[src/rtl/lc3b_types.sv]
// Shared types for the L2 write buffer slice.
//   lc3b_word          16-bit line/byte address
//   lc3b_cacheline     128-bit cache line
//   lc3b_l2wb_state_t  write-buffer controller state
package lc3b_types;

  localparam int unsigned WORD_W = 16;
  localparam int unsigned LINE_W = 128;

  typedef logic [WORD_W-1:0] lc3b_word;
  typedef logic [LINE_W-1:0] lc3b_cacheline;

  typedef enum logic [1:0] {
    IDLE  = 2'd0,
    RD_L2 = 2'd1,
    DRAIN = 2'd2,
    RESP  = 2'd3
  } lc3b_l2wb_state_t;

endpackage

[src/rtl/l2_write_buffer_datapath.sv]
// Storage for the single buffered line plus the read-return register,
// tag hit compare and the upstream idle counter.
// Ports:
//   clk, reset            clock / async active-high reset
//   addr_tag              tag bits of the upstream address
//   wdata                 upstream write line
//   l2_rdata              line returned by L2 on a read miss
//   capture_line          load tag/data, set valid
//   load_rdata_buf        rdata_reg <= buffered line (read hit)
//   load_rdata_l2         rdata_reg <= l2_rdata (read miss return)
//   clear_valid           drop the buffered line after a drain
//   cnt_inc, cnt_clr      idle counter control
//   hit, buf_valid        buffer status
//   buf_tag, buf_data     buffered line
//   rdata_reg             data returned upstream
//   idle_expired          idle counter has reached DRAIN_DELAY
module l2_write_buffer_datapath
  import lc3b_types::*;
#(
  parameter int unsigned OFFSET_BITS = 4,
  parameter int unsigned DRAIN_DELAY = 2
) (
  input  logic                      clk,
  input  logic                      reset,
  input  logic [15-OFFSET_BITS:0]   addr_tag,
  input  lc3b_cacheline             wdata,
  input  lc3b_cacheline             l2_rdata,
  input  logic                      capture_line,
  input  logic                      load_rdata_buf,
  input  logic                      load_rdata_l2,
  input  logic                      clear_valid,
  input  logic                      cnt_inc,
  input  logic                      cnt_clr,
  output logic                      hit,
  output logic                      buf_valid,
  output logic [15-OFFSET_BITS:0]   buf_tag,
  output lc3b_cacheline             buf_data,
  output lc3b_cacheline             rdata_reg,
  output logic                      idle_expired
);

  localparam int unsigned CNT_W = (DRAIN_DELAY < 1) ? 1 : $clog2(DRAIN_DELAY + 1);
  localparam logic [CNT_W-1:0] CNT_LIMIT = CNT_W'(DRAIN_DELAY);

  logic [CNT_W-1:0] idle_cnt;

  assign hit          = buf_valid && (addr_tag == buf_tag);
  assign idle_expired = (idle_cnt == CNT_LIMIT);

  always_ff @(posedge clk or posedge reset) begin
    if (reset) begin
      buf_valid <= 1'b0;
      buf_tag   <= '0;
      buf_data  <= '0;
    end else if (capture_line) begin
      buf_valid <= 1'b1;
      buf_tag   <= addr_tag;
      buf_data  <= wdata;
    end else if (clear_valid) begin
      buf_valid <= 1'b0;
    end
  end

  always_ff @(posedge clk or posedge reset) begin
    if (reset) begin
      rdata_reg <= '0;
    end else if (load_rdata_buf) begin
      rdata_reg <= buf_data;
    end else if (load_rdata_l2) begin
      rdata_reg <= l2_rdata;
    end
  end

  // Saturates at the limit so a long idle stretch can never wrap back
  // below DRAIN_DELAY.
  always_ff @(posedge clk or posedge reset) begin
    if (reset) begin
      idle_cnt <= '0;
    end else if (cnt_clr) begin
      idle_cnt <= '0;
    end else if (cnt_inc && (idle_cnt != CNT_LIMIT)) begin
      idle_cnt <= idle_cnt + 1'b1;
    end
  end

endmodule

[src/rtl/l2_write_buffer.sv]
// Single-entry write-back buffer between the memory arbiter and L2.
// Writebacks are absorbed and acknowledged immediately, reads hitting the
// buffered line are served locally, read misses bypass to L2, and the line
// drains to L2 after DRAIN_DELAY idle cycles or when a different line must
// be written.
// Ports:
//   clk, reset                          clock / async active-high reset
//   arb_l2_address/_mem_read/_mem_write/_wdata   upstream request
//   l2arb_rdata, l2arb_mem_resp         upstream response
//   wb_l2_address/_mem_read/_mem_write/_wdata    downstream request
//   l2_wb_rdata, l2_wb_mem_resp         downstream response
module l2_write_buffer
  import lc3b_types::*;
#(
  parameter int unsigned OFFSET_BITS = 4,
  parameter int unsigned DRAIN_DELAY = 2
) (
  input  logic          clk,
  input  logic          reset,
  input  lc3b_word      arb_l2_address,
  input  logic          arb_l2_mem_read,
  input  logic          arb_l2_mem_write,
  input  lc3b_cacheline arb_l2_wdata,
  output lc3b_cacheline l2arb_rdata,
  output logic          l2arb_mem_resp,
  output lc3b_word      wb_l2_address,
  output logic          wb_l2_mem_read,
  output logic          wb_l2_mem_write,
  output lc3b_cacheline wb_l2_wdata,
  input  lc3b_cacheline l2_wb_rdata,
  input  logic          l2_wb_mem_resp
);

  lc3b_l2wb_state_t state, state_next;

  logic                    is_read, is_write;
  logic                    hit, buf_valid, idle_expired;
  logic [15-OFFSET_BITS:0] buf_tag;
  logic                    capture_line, load_rdata_buf, load_rdata_l2;
  logic                    clear_valid, cnt_inc, cnt_clr;

  // A simultaneous read and write is handled as a write.
  assign is_write = arb_l2_mem_write;
  assign is_read  = arb_l2_mem_read && !arb_l2_mem_write;

  l2_write_buffer_datapath #(
    .OFFSET_BITS (OFFSET_BITS),
    .DRAIN_DELAY (DRAIN_DELAY)
  ) u_datapath (
    .clk            (clk),
    .reset          (reset),
    .addr_tag       (arb_l2_address[15:OFFSET_BITS]),
    .wdata          (arb_l2_wdata),
    .l2_rdata       (l2_wb_rdata),
    .capture_line   (capture_line),
    .load_rdata_buf (load_rdata_buf),
    .load_rdata_l2  (load_rdata_l2),
    .clear_valid    (clear_valid),
    .cnt_inc        (cnt_inc),
    .cnt_clr        (cnt_clr),
    .hit            (hit),
    .buf_valid      (buf_valid),
    .buf_tag        (buf_tag),
    .buf_data       (wb_l2_wdata),
    .rdata_reg      (l2arb_rdata),
    .idle_expired   (idle_expired)
  );

  always_ff @(posedge clk or posedge reset) begin
    if (reset) state <= IDLE;
    else       state <= state_next;
  end

  always_comb begin
    state_next = state;
    unique case (state)
      IDLE: begin
        if (is_write) begin
          // A write to a different line must first push the old one out;
          // the write itself is picked up on the return to IDLE.
          state_next = (!buf_valid || hit) ? RESP : DRAIN;
        end else if (is_read) begin
          state_next = hit ? RESP : RD_L2;
        end else if (buf_valid && idle_expired) begin
          state_next = DRAIN;
        end
      end
      RD_L2:   if (l2_wb_mem_resp) state_next = RESP;
      DRAIN:   if (l2_wb_mem_resp) state_next = IDLE;
      RESP:    state_next = IDLE;
      default: state_next = IDLE;
    endcase
  end

  always_comb begin
    l2arb_mem_resp  = 1'b0;
    wb_l2_mem_read  = 1'b0;
    wb_l2_mem_write = 1'b0;
    wb_l2_address   = '0;
    capture_line    = 1'b0;
    load_rdata_buf  = 1'b0;
    load_rdata_l2   = 1'b0;
    clear_valid     = 1'b0;
    cnt_inc         = 1'b0;
    cnt_clr         = 1'b0;
    unique case (state)
      IDLE: begin
        cnt_clr        = is_write || is_read;
        capture_line   = is_write && (!buf_valid || hit);
        load_rdata_buf = is_read && hit;
        cnt_inc        = !is_write && !is_read && buf_valid && !idle_expired;
      end
      RD_L2: begin
        wb_l2_mem_read = 1'b1;
        wb_l2_address  = arb_l2_address;
        load_rdata_l2  = l2_wb_mem_resp;
      end
      DRAIN: begin
        wb_l2_mem_write = 1'b1;
        wb_l2_address   = {buf_tag, {OFFSET_BITS{1'b0}}};
        clear_valid     = l2_wb_mem_resp;
        cnt_clr         = l2_wb_mem_resp;
      end
      RESP: begin
        l2arb_mem_resp = 1'b1;
      end
      default: ;
    endcase
  end

endmodule

[config.mk]
export PLATFORM = sky130hd
export DESIGN_NAME = l2_write_buffer
export DESIGN_NICKNAME = d
export VERILOG_FILES = /design/src/rtl/lc3b_types.sv /design/src/rtl/l2_write_buffer_datapath.sv /design/src/rtl/l2_write_buffer.sv
export SDC_FILE = /design/constraint.sdc
export NUM_CORES = 1
export LEC_CHECK = 0
export ABC_AREA = 1
export CORE_AREA = 3 3 213 215
export CTS_BUF_LIST = sky130_fd_sc_hd__clkbuf_16
export CTS_CLUSTER_SIZE = 16
export DETAILED_ROUTE_END_ITERATION = 10
export DIE_AREA = 0 0 216 218
export GPL_ROUTABILITY_DRIVEN = 1
export PLACE_DENSITY = 0.7
export SETUP_SLACK_MARGIN = 0.1
export SYNTH_ARGS = -nofsm -noshare
export SYNTH_HDL_FRONTEND = slang
export SYNTH_SLANG_ARGS = --single-unit
[constraint.sdc]
create_clock -name clk -period 9.3 [get_ports clk]
set_input_delay 1.86 -clock clk [delete_from_list [all_inputs] [get_ports clk]]
set_output_delay 1.86 -clock clk [all_outputs]
set_load 0.02 [all_outputs]
==> After elaboration in Yosys (flattened, before gate mapping) <==
Index checks and enable logic that the tools add are counted.
{ "word_totals": {"register_bits": 273, "elab_cells": 60, "inputBits": 277} }
{ "op_classes": {"mux": 24, "eq_ne": 9, "n_reduce_logical": 20, "add_sub_neg": 1} }
{ "ops": {"columns": ["cell", "count"], "rows": [
  ["$mux W128", 2],
  ["$pmux W16 S2", 1],
  ["$mux W2", 8],
  ["$eq A12 B12 Y1", 1],
  ["$mux W1", 11],
  ["$logic_and A1 B1 Y1", 9],
  ["$pmux W2 S4", 1],
  ["$eq A2 B2 Y1 const B", 3],
  ["$ne A2 B2 Y1 const B", 3],
  ["$reduce_bool A2 Y1", 3],
  ["$logic_not A1 Y1", 4],
  ["$ne A4 B4 Y1 const B", 1],
  ["$reduce_and A3 Y1", 1],
  ["$add A2 B1 Y2 const B", 1],
  ["$eq A2 B1 Y1 const B", 1],
  ["$logic_not A2 Y1", 1],
  ["$logic_or A1 B1 Y1", 2],
  ["$pmux W1 S2", 1]
]} }

==> Longest topological paths before layout <==
{ "logic_depth": {"word_depth": 10, "depth_mapped": 13, "mapped_depth_nobuf": 11} }

==> Modules after synthesis <==
From an unflattened synthesis, not the netlist that was laid out.
{ "hier_totals": {"hier_cells": 1318, "hier_area_um2": 11542.3} }
{ "by_module_without_submodules": {"columns": ["mod", "instances", "cells_per_inst", "area_per_inst_um2", "seq_area_each_um2"], "rows": [
  ["l2_write_buffer_datapath", 1, 1218, 11019.3, 6781.5],
  ["l2_write_buffer", 1, 100, 523.0, 50.0]
]} }

==> Worst setup path before layout <==
OpenSTA, ideal clock, no wires.
{ "synth_timing": {"path_type": "in2out", "startpoint": "input arb_l2_address[10]", "endpoint": "output wb_l2_address[10]", "arrival_ns": 2.279, "cell_stages": 2, "required_ns": 7.440, "slack_ns": 5.161, "path_cell_list": "nand2_1 -> a21oi_1"} }
{ "synth_between": {"elab_chain_len": 1} }
{ "synth_rtl": {"columns": ["item", "line_no", "text"], "rows": [
  ["start, declared", "l2_write_buffer.sv:20", "input lc3b_word arb_l2_address,"],
  ["$pmux W16 S2", "l2_write_buffer.sv:106", "unique case (state)"],
  ["end, declared", "l2_write_buffer.sv:26", "output lc3b_word wb_l2_address,"]
]} }
No other way between the ends.

==> Worst setup path in the final report <==
{ "layout_timing": {"startpoint": "input arb_l2_address[5]", "endpoint": "output wb_l2_address[5]"} }
Same word-level chain as after synthesis.

==> flow_metrics.tcl <==
set metrics [dict create \
    synth_edf_count 0 \
    p_leak_nw 10.2 \
    dr_wl_met3_mm 4.42 \
    syn_nets 2159 \
    place_area_mm2 0.0195 \
    path_clk_slew_ps 60 \
    cts_buffer_depth 3 \
    via_count 14600 \
    min_path_type "reg -> reg" \
    dp_hpwl_mm 36.1 \
    min_period_ps 5200 \
    fmax_mhz 192 \
    syn-instance-count 1877 \
    async_flop_share_pct 100 \
    worst-path-max-fanout 3 \
    slew_headroom_pct 18.2 \
    insertion_delay_ps 580 \
    wl_met2_mm 25.2 \
    first_pass_iters 5 \
    ant_nets 0 \
    path_common_cell "clkdlybuf4s50_1" \
    yosysUniqueCellTypes 20 \
    syn_avg_cell_area_um2 7.30 \
    fillers 4289 \
    core_area_mm2 0.0439 \
    crit_arrival_ps 3340 \
    cts_num_sinks 273 \
    regArea_mm2 0.00683 \
    wirelength_met1_mm 21.0 \
    synth_top_area_share_pct 49.9 \
    post-route-period-util_pct 55.9 \
    vdd_drop_max_mv 0.164 \
    wire_per_inst_um 17.9 \
    drt_iter0_markers 1212 \
    rows 77 \
    drc_errors 0 \
    synth_common_cells "852 x nand2_1, 273 x dfrtp_1, 264 x nand3_1, 159 x inv_1, 128 x nand4_1" \
    cp-start-kind "primary input" \
    rsz0062_at_grt "no" \
    cts_setup_buffers 0 \
    viasPerCell 4.94 \
    hold_viol_final 0 \
    drv_cap 0 \
    synth_ff_type "dfrtp_1" \
    syn2layout_area_growth_pct 49.7 \
    grt_antenna_before_repair 2 \
    slew_violations 0 \
    powerDensity_mw_per_mm2 330 \
    ys_seq_area_share_pct 49.9 \
    cpPeakStageDelay_ps 660 \
    cp.buffers_inverters 2 \
    htreeDepth 1 \
    io_buffers 551 \
    multi_input_area_mm2 0.00568 \
    die_height_um 218 \
    fin_util_pct 46.7 \
    syn_area_mm2 0.0137 \
    ctsHoldBuffers 0 \
    required_ps 7440 \
    initial_core_util_pct 31.2 \
    worst_slew_pin_slew_ps 1230 \
    yosys-top-cells-area "dfrtp_1 50%, nand2_1 23%, nand3_1 9.6%" \
    yosysMostFrequentCell "nand2_1" \
    top_layer "met4" \
    fin_setup_tns_ps 0 \
    gr-total-overflow 0 \
    fin_nets 2613 \
    path_delay_family "buffers and inverters" \
    yosys_warnings 0 \
    first_global_vias 14300 \
    synth-seq-cells 273 \
    finalSetupViolCount 0 \
    die_w_um 216 \
    finClkSkew_ps 16.1 \
    cts_resized 0 \
    cts_made_buffers 31 \
    track_usage_pct 21.5 \
    crit_chain "clkdlybuf4s50_1 > nand2_1 > a21oi_1 > clkdlybuf4s50_1" \
    routed_wirelength_mm 52.7 \
    grt_pass1_wl_mm 81.6 \
    whs_ps 501 \
    synth_top_cell_by_area "dfrtp_1" \
    dieArea_mm2 0.0471 \
    boundaryPins 552 \
    crit_type "in -> out" \
    ctsRootBufferMaster "clkbuf_16" \
    fin_area_mm2 0.0205 \
    cts_tree "built" \
    crit_slowest_cell "clkdlybuf4s50_1" \
    end_kind "output port" \
    gp_congestion 0.916 \
    grt_max_degree 128 \
    layout-drive-gt1-share_pct 3.27 \
    status "completed" \
]
==> cell type report <==
cell class                 count  area share [%]
timing repair buffer         567            27.5
antenna                        2          0.0244
multi-input combinational   1296            27.7
tap                          592            3.61
clock buffer                  31            3.78
sequential                   273            33.3
clock inverter                23            1.06
inverter                     162            3.02
==> where the power goes <==
part	switching (mW)	internal [mW]	total [mW]	leakage, nW
clock network	0.512	0.713	1.22	0.515
logic	1.99	1.41	3.40	6.29
registers	0.413	1.73	2.15	3.43
==> logic make-up (layout without fill, tap and decap cells) <==
kind of cell / Yosys count / count (layout) / synth area share, %
buf+inv: 308 / 783 / 9.02
flops: 273 / 273 / 49.9
xor+xnor: 4 / 4 / 0.256
compound gates: 28 / 28 / 1.10
other cells: 0 / 2 / 0
simple gates: 1259 / 1259 / 39.3
fa+ha+maj: 5 / 5 / 0.457
==> metal layers <==
layer / GRT usage (%) / vias to the layer above
li1: - / 6863
met1: 26.8 / 6873
met2: 36.2 / 698
met3: 5.20 / 122
met4: 8.08 / 0
met5: 0 / -
==> cell usage in the layout, fill, tap and decap left out, drive strengths merged <==
master,count
nand3,264
clkdlybuf4s50,551
xnor2,4
diode,2
buf,16
o21ai,10
clkinvlp,2
a31oi,1
nand2,853
o211a,1
bufinv,4
nor2,13
nor4,1
dfrtp,273
clkbuf,31
clkinv,11
a31o,1
a21oi,15
ha,5
inv,168
nand4,128
==> tightest hold or removal path, stage by stage, from the launching register on <==
cell	delay, ps
dfrtp_1	360
nand2_1	60
nand2_1	50
==> final timing paths <==
| kind | start | to | slack (ps) | depth (start not counted) |
|---|---|---|---|---|
| setup reg to reg | state[1] | u_datapath.rdata_reg[36] | 5100 | 9 |
| hold / removal | u_datapath.buf_data[112] | u_datapath.buf_data[112] | 500 | 2 |
| hold reg to reg | u_datapath.buf_data[112] | u_datapath.buf_data[112] | 500 | 2 |
| min in group asynchronous | reset | u_datapath.rdata_reg[19] | 1820 | 2 |
| setup / recovery | arb_l2_address[5] | wb_l2_address[5] | 4100 | 4 |
| max in group asynchronous | reset | u_datapath.buf_data[94] | 5460 | 4 |
==> stage by stage <==
| step | setup slack (ps) | cells | total power [mW] |
|---|---|---|---|
| 2_1_floorplan | 3830 | 1877 | 3.85 |
| 3_3_place_gp | 4050 | 2890 | 5.50 |
| 3_5_place_dp | 3940 | 2890 | 5.56 |
| 4_1_cts | 4110 | 2944 | 6.83 |
| 5_1_grt | 4050 | 2946 | 7.20 |
| 6_report | 4100 | 2946 | 6.77 |
Power figures use the tool's default switching activity.
==> RTL change: new RTL, same settings <==
`DRAIN_DELAY` is set to 2 in 2 places; all go to 4.
--- a/src/rtl/l2_write_buffer_datapath.sv
+++ b/src/rtl/l2_write_buffer_datapath.sv
@@ -19,5 +19,5 @@
 #(
   parameter int unsigned OFFSET_BITS = 4,
-  parameter int unsigned DRAIN_DELAY = 2
+  parameter int unsigned DRAIN_DELAY = 4
 ) (
   input  logic                      clk,
--- a/src/rtl/l2_write_buffer.sv
+++ b/src/rtl/l2_write_buffer.sv
@@ -14,5 +14,5 @@
 #(
   parameter int unsigned OFFSET_BITS = 4,
-  parameter int unsigned DRAIN_DELAY = 2
+  parameter int unsigned DRAIN_DELAY = 4
 ) (
   input  logic          clk,
Function: changed (a bounded check fails within 10 cycles, from zero or initial values and one cycle with reset high).
==> RTL change against the original RTL <==
Setup slack improved by 0.034 ns. Synthesized area decreased by 7.0%. Cell area decreased by 5.5%. Power decreased by 3.9%. First-iteration DRC count decreased by 5.3%. Cell count decreased by 13%. Critical path depth unchanged. Sequential power about the same. Register-to-register slack improved by 0.16 ns. Synthesized cell count decreased by 20%. Largest cell class unchanged. Count of clock-buffer cells in the layout unchanged. Critical path type unchanged. Sequential cell count increased by 1. Routed wire length decreased by 3.1%.
==> RTL change: results (changes against the original RTL) <==
STA
The tightest slew margin relative to the limit is 24.9% (was 18.2%). The worst hold slack is 0.495 ns (was 0.501 ns). The clock skew after layout is 0.0129 ns (was 0.0161 ns).

Final layout
The antenna diode count is 0 (was 2). The total number of nets in the final design is 2,236 (was 2,613). The share of final-layout standard cells stronger than drive strength 1 is 3.44% (was 3.27%).

Power
The fraction of power spent switching nets was 42.7% (was 43.1%). The total power is 6.50 mW (was 6.77 mW). The maximum vdd ir drop was 0.000172 V (was 0.000164 V). The leakage power is 8.66 nW (was 10.2 nW). The fraction of power consumed by combinational cells is 49.6% (was 50.2%).

Logic synthesis
Leading post-synthesis cells by instance count: nand3_1, nand2_1, dfrtp_1 (was nand2_1, dfrtp_1, nand3_1). The adder-cell share of the synthesized area is 0.589% (was 0.457%). Top cells by area, synth: dfrtp_1, nand3_1, nand2_1, nand4_1, buf_2 (was dfrtp_1, nand2_1, nand3_1, nand4_1, inv_1). The average footprint of a synthesized cell is 8.49 um^2 (was 7.30 um^2). The synthesized net count came to 1,783 (was 2,159).

The sequential share of the synthesized area is 53.8% (was 49.9%). The number of distinct standard cells referenced by the synthesized netlist is 22 (was 20). The compound-gate portion of the synthesized area came to 1.12% (was 1.10%).

The fraction of synthesized cell area in xor and xnor cells came to 0.344% (was 0.256%).

Place
The global placer's final weighted congestion came to 0.874 (was 0.916). The minimum setup slack after placement is 4.01 ns (was 3.94 ns). The half-perimeter wire length of the detailed placement result is 33,700 um (was 36,100 um). The cell count after placement is 2,512 (was 2,890).

GRT
The via count of the first global-routing pass is 13.2k (was 14.3k). The pin count of the biggest net entering global routing is 148 (was 128). The initial antenna violation count was 0 (was 2).

The global-route usage over all layers is 20.6% (was 21.5%).

Routing
The detailed-router iteration count before antenna repair was 7 (was 5). The number of design-rule violations left by the first detailed-router iteration is 1,148 (was 1,212). The overall routed net length is 51,100 um (was 52,700 um). The via density per instance came to 5.19 (was 4.94).

The routed length per instance is 19.9 um (was 17.9 um).

Clock network
The count of buffers added by post-CTS timing repair for setup is 0 (unchanged).

Hold path
The start point of the worst min-delay path is u_datapath.buf_data[126]$_DFFE_PP0P_ (was u_datapath.buf_data[112]$_DFFE_PP0P_). The terminating pin of the worst hold path is u_datapath.buf_data[126]$_DFFE_PP0P_ (was u_datapath.buf_data[112]$_DFFE_PP0P_).

Critical path
The register-to-register path setup slack was 5.26 ns (was 5.10 ns). The worst reg2reg path endpoint is u_datapath.rdata_reg[67]$_DFFE_PP0P_ (was u_datapath.rdata_reg[36]$_DFFE_PP0P_). The source of the worst register-to-register timing path is state[1]$_DFFE_PP0P_ (unchanged). The data arrival time of the critical path came to 3.31 ns (was 3.34 ns). The logic depth of the worst register-to-register path is 7 (was 9).

Outcome
Result of the run: completed (unchanged).
-- RTL change: cell families (layout without fill, tap and decap cells) --
logic type | after synthesis | count (layout)
AOI/OAI and AO/OA | 28 | 28
DFF | 274 | 274
xor gates and xnor gates | 5 | 5
and+or+nand+nor | 1008 | 1008
adders and majority gates | 6 | 6
buffers and inverters | 179 | 653
-- RTL change: final cells by class --
type / count / area [um^2]
Timing Repair Buffer: 566 / 5650
Clock buffer: 31 / 776
Clock inverter: 23 / 135
Fill cell: 4281 / 24500
Multi-Input combinational cell: 1047 / 5090
Sequential cell: 274 / 6860
Tap cell: 592 / 741
Inverter: 33 / 133
-- RTL change: routing by layer --
layer / track usage [%] / wire, um / up-vias
met5: 0 / 0 / -
met4: 6.22 / 1610 / 0
met3: 5.31 / 4360 / 103
met2: 35.5 / 25100 / 664
met1: 25.5 / 20100 / 6430
li1: - / - / 6116
-- RTL change: per-stage QoR --
stage / utilization [%] / cell area (um^2)
finish: 44.1 / 19400
CTS: 44.1 / 19400
global route: 44.1 / 19400
global placement: 42.0 / 18500
floorplan: - / 12700
detailed placement: 42.0 / 18500
-- RTL change: worst max-delay path by stage --
stage | start | cells past startpoint | to | slack (ns)
floorplan | reset | 1 | state[0]$_DFFE_PP0P_ | 3.82
global placement | arb_l2_address[10] | 12 | u_datapath.buf_data[39]$_DFFE_PP0P_ | 4.10
detailed placement | arb_l2_address[10] | 12 | u_datapath.buf_data[98]$_DFFE_PP0P_ | 4.01
CTS | arb_l2_address[15] | 4 | wb_l2_address[15] | 4.14
global route | arb_l2_address[15] | 4 | wb_l2_address[15] | 4.07
finish | arb_l2_address[15] | 4 | wb_l2_address[15] | 4.13
-- RTL change: critical path, stage by stage --
cell and delay [ns]:
clkdlybuf4s50_1 0.55, nand2_1 0.07, a21oi_1 0.18, clkdlybuf4s50_1 0.64
